File: src/rtl/merge_router_pkt.sv
// Packet-aware N-port merge router: per-input FWFT FIFOs joined in lockstep,
// heads forwarded from the lowest masked port, body/tail payloads summed with saturation.
module merge_router_pkt #(
  parameter int NP    = 5,
  parameter int DW    = 32,
  parameter int DEPTH = 8
) (
  input  logic              clk,
  input  logic              rst,
  input  logic [NP-1:0]     cfg_mask,
  input  logic [NP-1:0]     cfg_sel,
  input  logic [NP*DW-1:0]  data_i,
  input  logic [NP-1:0]     valid_i,
  output logic [NP-1:0]     ready_o,
  output logic [DW-1:0]     data_o,
  output logic [NP-1:0]     valid_o,
  input  logic [NP-1:0]     ready_i,
  output logic              err_o,
  output logic [15:0]       pkt_cnt_o
);

  localparam int PW = DW - 2;
  localparam int AW = $clog2(DEPTH);
  localparam int SW = PW + $clog2(NP) + 1;

  localparam logic [0:0] IDLE = 1'b0;
  localparam logic [0:0] BODY = 1'b1;

  localparam logic [1:0] T_HEAD = 2'b01;
  localparam logic [1:0] T_BODY = 2'b00;
  localparam logic [1:0] T_TAIL = 2'b10;

  localparam logic [PW-1:0] PMAX = {1'b0, {(PW-1){1'b1}}};
  localparam logic [PW-1:0] PMIN = {1'b1, {(PW-1){1'b0}}};
  localparam logic [SW-1:0] SMAX = {{(SW-PW+1){1'b0}}, {(PW-1){1'b1}}};
  localparam logic [SW-1:0] SMIN = {{(SW-PW+1){1'b1}}, {(PW-1){1'b0}}};
  localparam logic [AW:0]   FULL_CNT = (AW+1)'(DEPTH);

  function automatic logic [SW-1:0] sext(input logic [PW-1:0] p);
    return {{(SW-PW){p[PW-1]}}, p};
  endfunction

  logic [DW-1:0] mem    [NP][DEPTH];
  logic [AW-1:0] wr_ptr [NP];
  logic [AW-1:0] rd_ptr [NP];
  logic [AW:0]   count  [NP];
  logic [DW-1:0] head   [NP];
  logic [NP-1:0] wr_en;
  logic [NP-1:0] rd_en;
  logic [NP-1:0] not_empty;

  logic [0:0]    state;
  logic [NP-1:0] m;
  logic [NP-1:0] s;
  logic          out_full;

  logic          all_head;
  logic          all_body;
  logic          all_tail;
  logic          join_ready;
  logic          out_hs;
  logic          out_accept;
  logic          fire;
  logic          emit_head;
  logic          emit_body;
  logic          emit_tail;
  logic          emit;
  logic          proto_err;
  logic [SW-1:0] sum;
  logic [PW-1:0] sat;
  logic [DW-1:0] first_head;
  logic [DW-1:0] merged;

  // FIFO status, head-of-queue view and push/pop strobes
  always_comb begin
    for (int k = 0; k < NP; k++) begin
      not_empty[k] = (count[k] != {(AW+1){1'b0}});
      ready_o[k]   = (count[k] != FULL_CNT);
      head[k]      = mem[k][rd_ptr[k]];
      wr_en[k]     = valid_i[k] & ready_o[k];
      rd_en[k]     = fire & m[k];
    end
  end

  // Type agreement, join readiness and payload sum across masked inputs
  always_comb begin
    all_head   = 1'b1;
    all_body   = 1'b1;
    all_tail   = 1'b1;
    join_ready = |m;
    sum        = {SW{1'b0}};
    first_head = {DW{1'b0}};
    // Descending scan so the lowest masked index ends up in first_head
    for (int k = NP - 1; k >= 0; k--) begin
      all_head   = all_head & (~m[k] | (head[k][DW-1:DW-2] == T_HEAD));
      all_body   = all_body & (~m[k] | (head[k][DW-1:DW-2] == T_BODY));
      all_tail   = all_tail & (~m[k] | (head[k][DW-1:DW-2] == T_TAIL));
      join_ready = join_ready & (~m[k] | not_empty[k]);
      sum        = sum + (m[k] ? sext(head[k][PW-1:0]) : {SW{1'b0}});
      first_head = m[k] ? head[k] : first_head;
    end
  end

  // Saturation and outgoing flit selection
  always_comb begin
    if ($signed(sum) > $signed(SMAX)) begin
      sat = PMAX;
    end else if ($signed(sum) < $signed(SMIN)) begin
      sat = PMIN;
    end else begin
      sat = sum[PW-1:0];
    end
    if (emit_head) begin
      merged = first_head;
    end else if (emit_tail) begin
      merged = {T_TAIL, sat};
    end else begin
      merged = {T_BODY, sat};
    end
  end

  assign out_hs     = out_full & (|(ready_i & s));
  assign out_accept = ~out_full | (|(ready_i & s));
  assign fire       = join_ready & out_accept;
  assign emit_head  = fire & (state == IDLE) & all_head;
  assign emit_body  = fire & (state == BODY) & all_body;
  assign emit_tail  = fire & (state == BODY) & all_tail;
  assign emit       = emit_head | emit_body | emit_tail;
  assign proto_err  = fire & ~emit;
  assign valid_o    = {NP{out_full}} & s;

  // FIFO pointers and occupancy
  always_ff @(posedge clk or posedge rst) begin
    if (rst) begin
      for (int k = 0; k < NP; k++) begin
        wr_ptr[k] <= {AW{1'b0}};
        rd_ptr[k] <= {AW{1'b0}};
        count[k]  <= {(AW+1){1'b0}};
      end
    end else begin
      for (int k = 0; k < NP; k++) begin
        if (wr_en[k]) wr_ptr[k] <= wr_ptr[k] + {{(AW-1){1'b0}}, 1'b1};
        if (rd_en[k]) rd_ptr[k] <= rd_ptr[k] + {{(AW-1){1'b0}}, 1'b1};
        count[k] <= count[k] + {{AW{1'b0}}, wr_en[k]} - {{AW{1'b0}}, rd_en[k]};
      end
    end
  end

  // FIFO storage, no reset needed since occupancy gates visibility
  always_ff @(posedge clk) begin
    for (int k = 0; k < NP; k++) begin
      if (wr_en[k]) mem[k][wr_ptr[k]] <= data_i[k*DW +: DW];
    end
  end

  // Packet FSM, config latch, output register and status counters
  always_ff @(posedge clk or posedge rst) begin
    if (rst) begin
      state     <= IDLE;
      m         <= {NP{1'b0}};
      s         <= {NP{1'b0}};
      out_full  <= 1'b0;
      data_o    <= {DW{1'b0}};
      err_o     <= 1'b0;
      pkt_cnt_o <= 16'd0;
    end else begin
      if (emit_head) begin
        state <= BODY;
      end else if (emit_tail | proto_err) begin
        state <= IDLE;
      end
      // Config keeps tracking in IDLE but is held from the accepted head onward
      if ((state == IDLE) && !emit_head) begin
        m <= cfg_mask;
        s <= cfg_sel;
      end
      if (emit) begin
        out_full <= 1'b1;
        data_o   <= merged;
      end else if (out_hs) begin
        out_full <= 1'b0;
      end
      if (proto_err) err_o <= 1'b1;
      if (emit_tail) pkt_cnt_o <= pkt_cnt_o + 16'd1;
    end
  end

endmodule

File: config.mk
export PLATFORM = sky130hd
export DESIGN_NAME = merge_router_pkt
export DESIGN_NICKNAME = d
export VERILOG_FILES = /design/src/rtl/merge_router_pkt.sv
export SDC_FILE = /design/constraint.sdc
export NUM_CORES = 2
export LEC_CHECK = 0
export CAP_MARGIN = 10
export CORE_ASPECT_RATIO = 1.1
export CORE_MARGIN = 2
export CORE_UTILIZATION = 53
export DETAILED_ROUTE_END_ITERATION = 7
export PLACE_DENSITY = 0.76
export SETUP_SLACK_MARGIN = 0.5
export SYNTH_ARGS = -nofsm -noshare
export SYNTH_HDL_FRONTEND = slang
export SYNTH_SLANG_ARGS = --single-unit
File: constraint.sdc
create_clock -name clk -period 17.24 [get_ports clk]
set_input_delay 3.448 -clock clk [delete_from_list [all_inputs] [get_ports clk]]
set_output_delay 3.448 -clock clk [all_outputs]
set_load 0.01 [all_outputs]
# Word level (Yosys, flattened, before mapping)
# Memory sizes are Yosys's and may differ from the RTL's.
# Index checks and enable logic that the tools add are counted.
[totals]
n_memories = 1
output_inout_bits = 59
in_bits = 182
ram_bits = 1280
regBits = 111
[mem_list]
columns = ["name", "depth", "width", "rd", "rd_ports_with_merged_regs", "wr", "line_no", "source"]
rows = [
  ["mem", 5, 256, 5, 0, 5, "43", "logic [DW-1:0] mem [NP][DEPTH];"],
]
[op_classes]
mux = 53
bitwise_logic = 79
n_eq_ne = 15
reduce_logical = 21
n_addsub = 25
order_cmp = 17
[op_table]
columns = ["operator", "count"]
rows = [
  ["$mux 256", 5],
  ["$mux 32", 22],
  ["$bmux 32 s3", 5],
  ["$demux 32 s3", 5],
  ["$mux 34", 5],
  ["$add 34x34->34", 4],
  ["$mux 30", 2],
  ["$ge 4x4->1 const B", 10],
  ["$not 3->4", 10],
  ["$and 1x1->1", 35],
  ["$gt 34x30->1 const B", 1],
  ["$lt 34x30->1 const B", 1],
  ["$add 3x1->3 const B", 10],
  ["$or 1x1->1", 24],
  ["$add 4x1->4", 5],
  ["$lt 4x1->1 const B", 5],
  ["$ne 4x4->1 const B", 5],
  ["$reduce_bool 4->1", 5],
  ["$sub 4x1->4", 5],
  ["$add 16x1->16 const B", 1],
  ["$and 5x5->5", 2],
  ["$eq 2x1->1 const B", 5],
  ["$eq 2x2->1 const B", 5],
  ["$logic_not 2->1", 5],
  ["6 further kinds", 28],
]

# Longest topological paths before layout
[depth]
depth_word = 18
mapped_depth = 24

# Worst setup path after synthesis
# OpenSTA, ideal clock, no wires.
[synth_path]
kind = "input to register"
startpoint = "in valid_i[3]"
endpoint = "mem mem[0][1000] in the netlist's numbering, enable pin"
path_slack_ps = 10715
n_path_buf = 0
cell_stages = 3
arrival_time_ps = 6064
cell_sequence = "nand2_1 > or2_2 > nor3_1"
[synth_lines]
columns = ["item", "line_no", "source"]
rows = [
  ["start: declaration", "13", "input logic [NP-1:0] valid_i,"],
  ["end: declaration", "43", ""],
]

# Worst setup path after layout
[layout_path]
startpoint = "reg rd_ptr[6] in the netlist's numbering"
endpoint = "reg data_o[1]"
[layout_between]
elab_chain_len = 13
word_cells_on_any_way = 37
[layout_rtl]
columns = ["item", "line_no", "source"]
rows = [
  ["start: declaration", "45", "logic [AW-1:0] rd_ptr [NP];"],
  ["start signal: indexed assignment", "137", "rd_ptr[k] <= {AW{1'b0}};"],
  ["start signal: indexed assignment", "143", "if (rd_en[k]) rd_ptr[k] <= rd_ptr[k] + {{(AW-1){1'b0}}, 1'b1};"],
  ["$not 3->4 (not written as such) (*)", "79", "head[k] = mem[k][rd_ptr[k]];"],
  ["$bmux 32 s3 (*)", "79", ""],
  ["$mux 32 (not written as such) (*) (2 in series)", "79", ""],
  ["$mux 34", "99", "sum = sum + (m[k] ? sext(head[k][PW-1:0]) : {SW{1'b0}});"],
  ["$add 34x34->34 (3 in series)", "99", ""],
  ["$lt 34x30->1", "108", "end else if ($signed(sum) < $signed(SMIN)) begin"],
  ["$mux 30", "108", ""],
  ["$mux 30", "106", "if ($signed(sum) > $signed(SMAX)) begin"],
  ["$mux 32", "115", "end else if (emit_tail) begin"],
  ["$mux 32", "113", "if (emit_head) begin"],
  ["end signal: assignment", "163", "data_o <= {DW{1'b0}};"],
  ["end signal: assignment", "179", "data_o <= merged;"],
  ["end: declaration", "15", "output logic [DW-1:0] data_o,"],
]
# Every way passes the cells marked *; elsewhere a longest branch is shown, timed or not. The select of a mux whose other input is x is not followed.
# A chain may end at the register's enable or synchronous reset.

==> flow_summary.json <==
{
  "outcome": "completed",
  "synthDominantAreaCellType": "edfxtp_1",
  "storage_cell_area_um2": 41200,
  "cts_buffers": 135,
  "die-width_um": 323,
  "drc_errors": 0,
  "slew_violations": 0,
  "worst_hold_path.num_cells": 1,
  "worst_ep_required_time_ns": 17.90,
  "route.antenna.remaining_nets": 0,
  "synth.top_cells.by_area": "edfxtp_1, mux4_2, dfrtp_1, fa_1, mux2_2",
  "design.core.area_um2": 111000,
  "drive_gt1_share_pct": 20.3,
  "vias_per_cell": 6.05,
  "numPortBuffers": 240,
  "period_needed_ns": 8.14,
  "synth_seq_cells": 1391,
  "post_synthesis_xor_xnor_area_fraction_pct": 0.975,
  "critical_path_class": "reg2reg",
  "cts-resized-gates": 0,
  "cts_post_setup_buffers_inserted": 0,
  "cts.root.buffer_cell": "clkbuf_16",
  "routed-via-count": 31330,
  "worst_pin_slew_ns": 1.17,
  "fmaxAchievable_mhz": 123,
  "post_synth_and_or_nand_nor_area_fraction_pct": 3.80,
  "count_of_different_cell_masters_after_synthesis": 74,
  "num-fill-cells": 7769,
  "final.setup.tns_ns": 0,
  "layout.cells.most_common_list": "edfxtp_1, mux4_2, clkdlybuf4s50_1",
  "hold_viol": 0,
  "cts_tree": "built",
  "number_of_search_and_repair_iterations_in_the_first_detailed_routing_pass": 6,
  "grt_antenna_before_repair": 24,
  "holdCritPathClass": "reg2reg",
  "global_route_wire_length_before_repair_um": 210000,
  "unrepaired_setup_endpoints_after_global_routing": "false",
  "crit_path_start_kind": "flip-flop",
  "ioPinCount": 241,
  "rr_endpoint": "data_o[1]",
  "report.final.setup_viol": 0,
  "average_detailed_routed_wire_length_per_instance_um": 27.9,
  "post_cts_hold_buffer_count": 0,
  "arrival_ns": 8.79,
  "synth_adder_area_share_pct": 4.86,
  "setup_slack_of_the_worst_register_to_register_path_ns": 9.10,
  "layout-area-overhead-vs-synth_pct": 14.9,
  "initial_core_util_pct": 53.5,
  "min_delay_worst_endpoint": "pkt_cnt_o[15]",
  "drv_cap": 0,
  "dr.first_iter.drc_count": 3747,
  "syn_inst": 3277,
  "finalNetCount": 3923,
  "chipHeight_um": 355,
  "postSynthNetCount": 3631,
  "worstSkewPairLatency_ns": 0.78,
  "synth_async_sr_flop_share_pct": 7.98,
  "detail_route.wirelength_um": 145000,
  "grt_util_all_layers_pct": 25.3,
  "placementRows": 128,
  "post-dp-hpwl_um": 91800,
  "place.gp.congestion": 0.942,
  "max_slew_margin_pct": 21.6,
  "cp-end-kind": "flip-flop",
  "synthMuxAreaShare_pct": 15.4,
  "total_area_of_multi_input_combinational_cells_um2": 17000,
  "netlist_area_um2": 59300,
  "synth_edf_count": 1280,
  "maximum_number_of_pins_on_one_net_before_global_route_repair": 67,
  "dominantRegCellSynth": "edfxtp_1",
  "synth_top_family_by_area": "multiplexers",
  "most_frequent_standard_cell_in_the_layout_excluding_fill_and_tap_cells": "edfxtp_1",
  "first_global_vias": 31080,
  "reg2reg_depth": 22,
  "globalRoute.totalOverflow": 0,
  "clkTransAtPathRegs_ns": 0.06,
  "clock_tree.buffer_depth": 3,
  "syn_area_per_cell_um2": 18.1,
  "final_min_period_over_clock_period_pct": 47.2,
  "cts-htree-levels": 4,
  "post_route_clock_skew_ns": 0.0410,
  "yosys_warnings": 0,
  "worstHoldStart": "pkt_cnt_o[15]",
  "synth_largest_type_area_fraction_pct": 64.8,
  "r2r_path_start": "rd_ptr[6]",
  "utilization_pct": 61.4,
  "register_area_share_after_synthesis_pct": 69.5,
  "worst-path-max-fanout": 37,
  "synth-compound-area-share_pct": 3.10,
  "tritoncts_num_sinks": 1391,
  "overall_die_area_um2": 115000
}
==> stage by stage <==
stage	cell area, um2	cells	hold WS, ns	worst slack (ns)
2_1_floorplan	59300	3277	0.479	10.71
3_3_place_gp	63800	4927	0.456	9.36
3_5_place_dp	63800	4927	0.457	9.13
4_1_cts	68100	5170	0.469	9.11
5_1_grt	68100	5177	0.476	8.51
6_report	68100	5177	0.463	9.10
==> worst max path at each step <==
| stage | from | to | slack [ns] |
|---|---|---|---|
| floorplan | valid_i[3] | mem[0][1000] | 10.71 |
| global placement | rd_ptr[3] | data_o[0] | 9.36 |
| detailed placement | rd_ptr[3] | data_o[0] | 9.13 |
| CTS | rd_ptr[3] | data_o[0] | 9.11 |
| global route | rd_ptr[3] | data_o[1] | 8.51 |
| finish | rd_ptr[6] | data_o[1] | 9.10 |
==> critical path, cell delays in order (launching register included) <==
cell and delay [ns]:
dfrtp_4 0.85, buf_4 0.72, mux4_2 0.62, mux2i_1 0.43, nor2_1 0.13, fa_1 0.57, inv_1 0.06, fa_1 0.46
fa_1 0.49, inv_1 0.07, ha_1 0.22, inv_1 0.07, fa_1 0.37, nand2b_1 0.19, a21oi_1 0.30, nand3_1 0.19
a21oi_1 0.25, o311ai_0 0.18, a32oi_1 0.35, o31a_1 0.70, buf_4 0.37, nor3_1 0.07, o41ai_1 0.30
==> area by class of cell <==
class,count,area share (%)
sequential,1391,60.6
multi-input combinational,1532,25.0
clock buffer,173,5.32
timing repair buffer,310,4.30
tap,1495,2.75
inverter,199,1.10
clock inverter,70,0.968
antenna,7,0.0257
==> synthesized netlist by cell type, types with 5 or more instances <==
cell / count
dfrtp_1: 111
mux4_2: 319
a21oi_1: 60
xor2_1: 21
xnor2_1: 45
buf_1: 27
a21o_1: 15
nand4_1: 16
nand2_1: 207
nand3_1: 35
fa_1: 97
o21ai_0: 60
o22ai_1: 14
mux2i_1: 94
and2_1: 8
clkbuf_1: 104
buf_2: 20
mux2_2: 87
nand2b_1: 17
and3_1: 6
or2_2: 7
nor2_1: 165
o21a_1: 14
o211a_1: 5
nor3_1: 24
o21ai_1: 12
edfxtp_1: 1280
a31oi_1: 5
o2111ai_1: 13
a211oi_1: 29
ha_1: 75
o31ai_1: 17
inv_1: 197
==> per-layer routing <==
| layer | up-vias | track usage, % | routed length, um |
|---|---|---|---|
| li1 | 13339 | - | - |
| met1 | 16214 | 34.4 | 54900 |
| met2 | 1476 | 40.1 | 70300 |
| met3 | 271 | 6.07 | 13500 |
| met4 | 30 | 9.85 | 5820 |
| met5 | - | 0 | 199 |
==> flip-flops by register name (all words and copies together) (netlist names) <==
signal     count
count         20
data_o        32
err_o          1
m              5
mem         1280
out_full       1
pkt_cnt_o     16
rd_ptr        15
s              5
state          1
wr_ptr        15
==> cell families (layout without fill, tap and decap cells) <==
| kind of cell | count (synthesis) | in the layout |
|---|---|---|
| XOR/XNOR | 66 | 66 |
| AND/OR/NAND/NOR | 510 | 510 |
| buffers and inverters | 354 | 752 |
| multiplexers | 502 | 502 |
| other | 0 | 7 |
| adder cells (fa/ha/maj) | 172 | 172 |
| flip-flops | 1391 | 1391 |
| AO/OA/AOI/OAI | 282 | 282 |
Power is left out: the tool's default activity adds up to more than one toggle a clock period on the data nets, which glitch-free logic cannot reach.
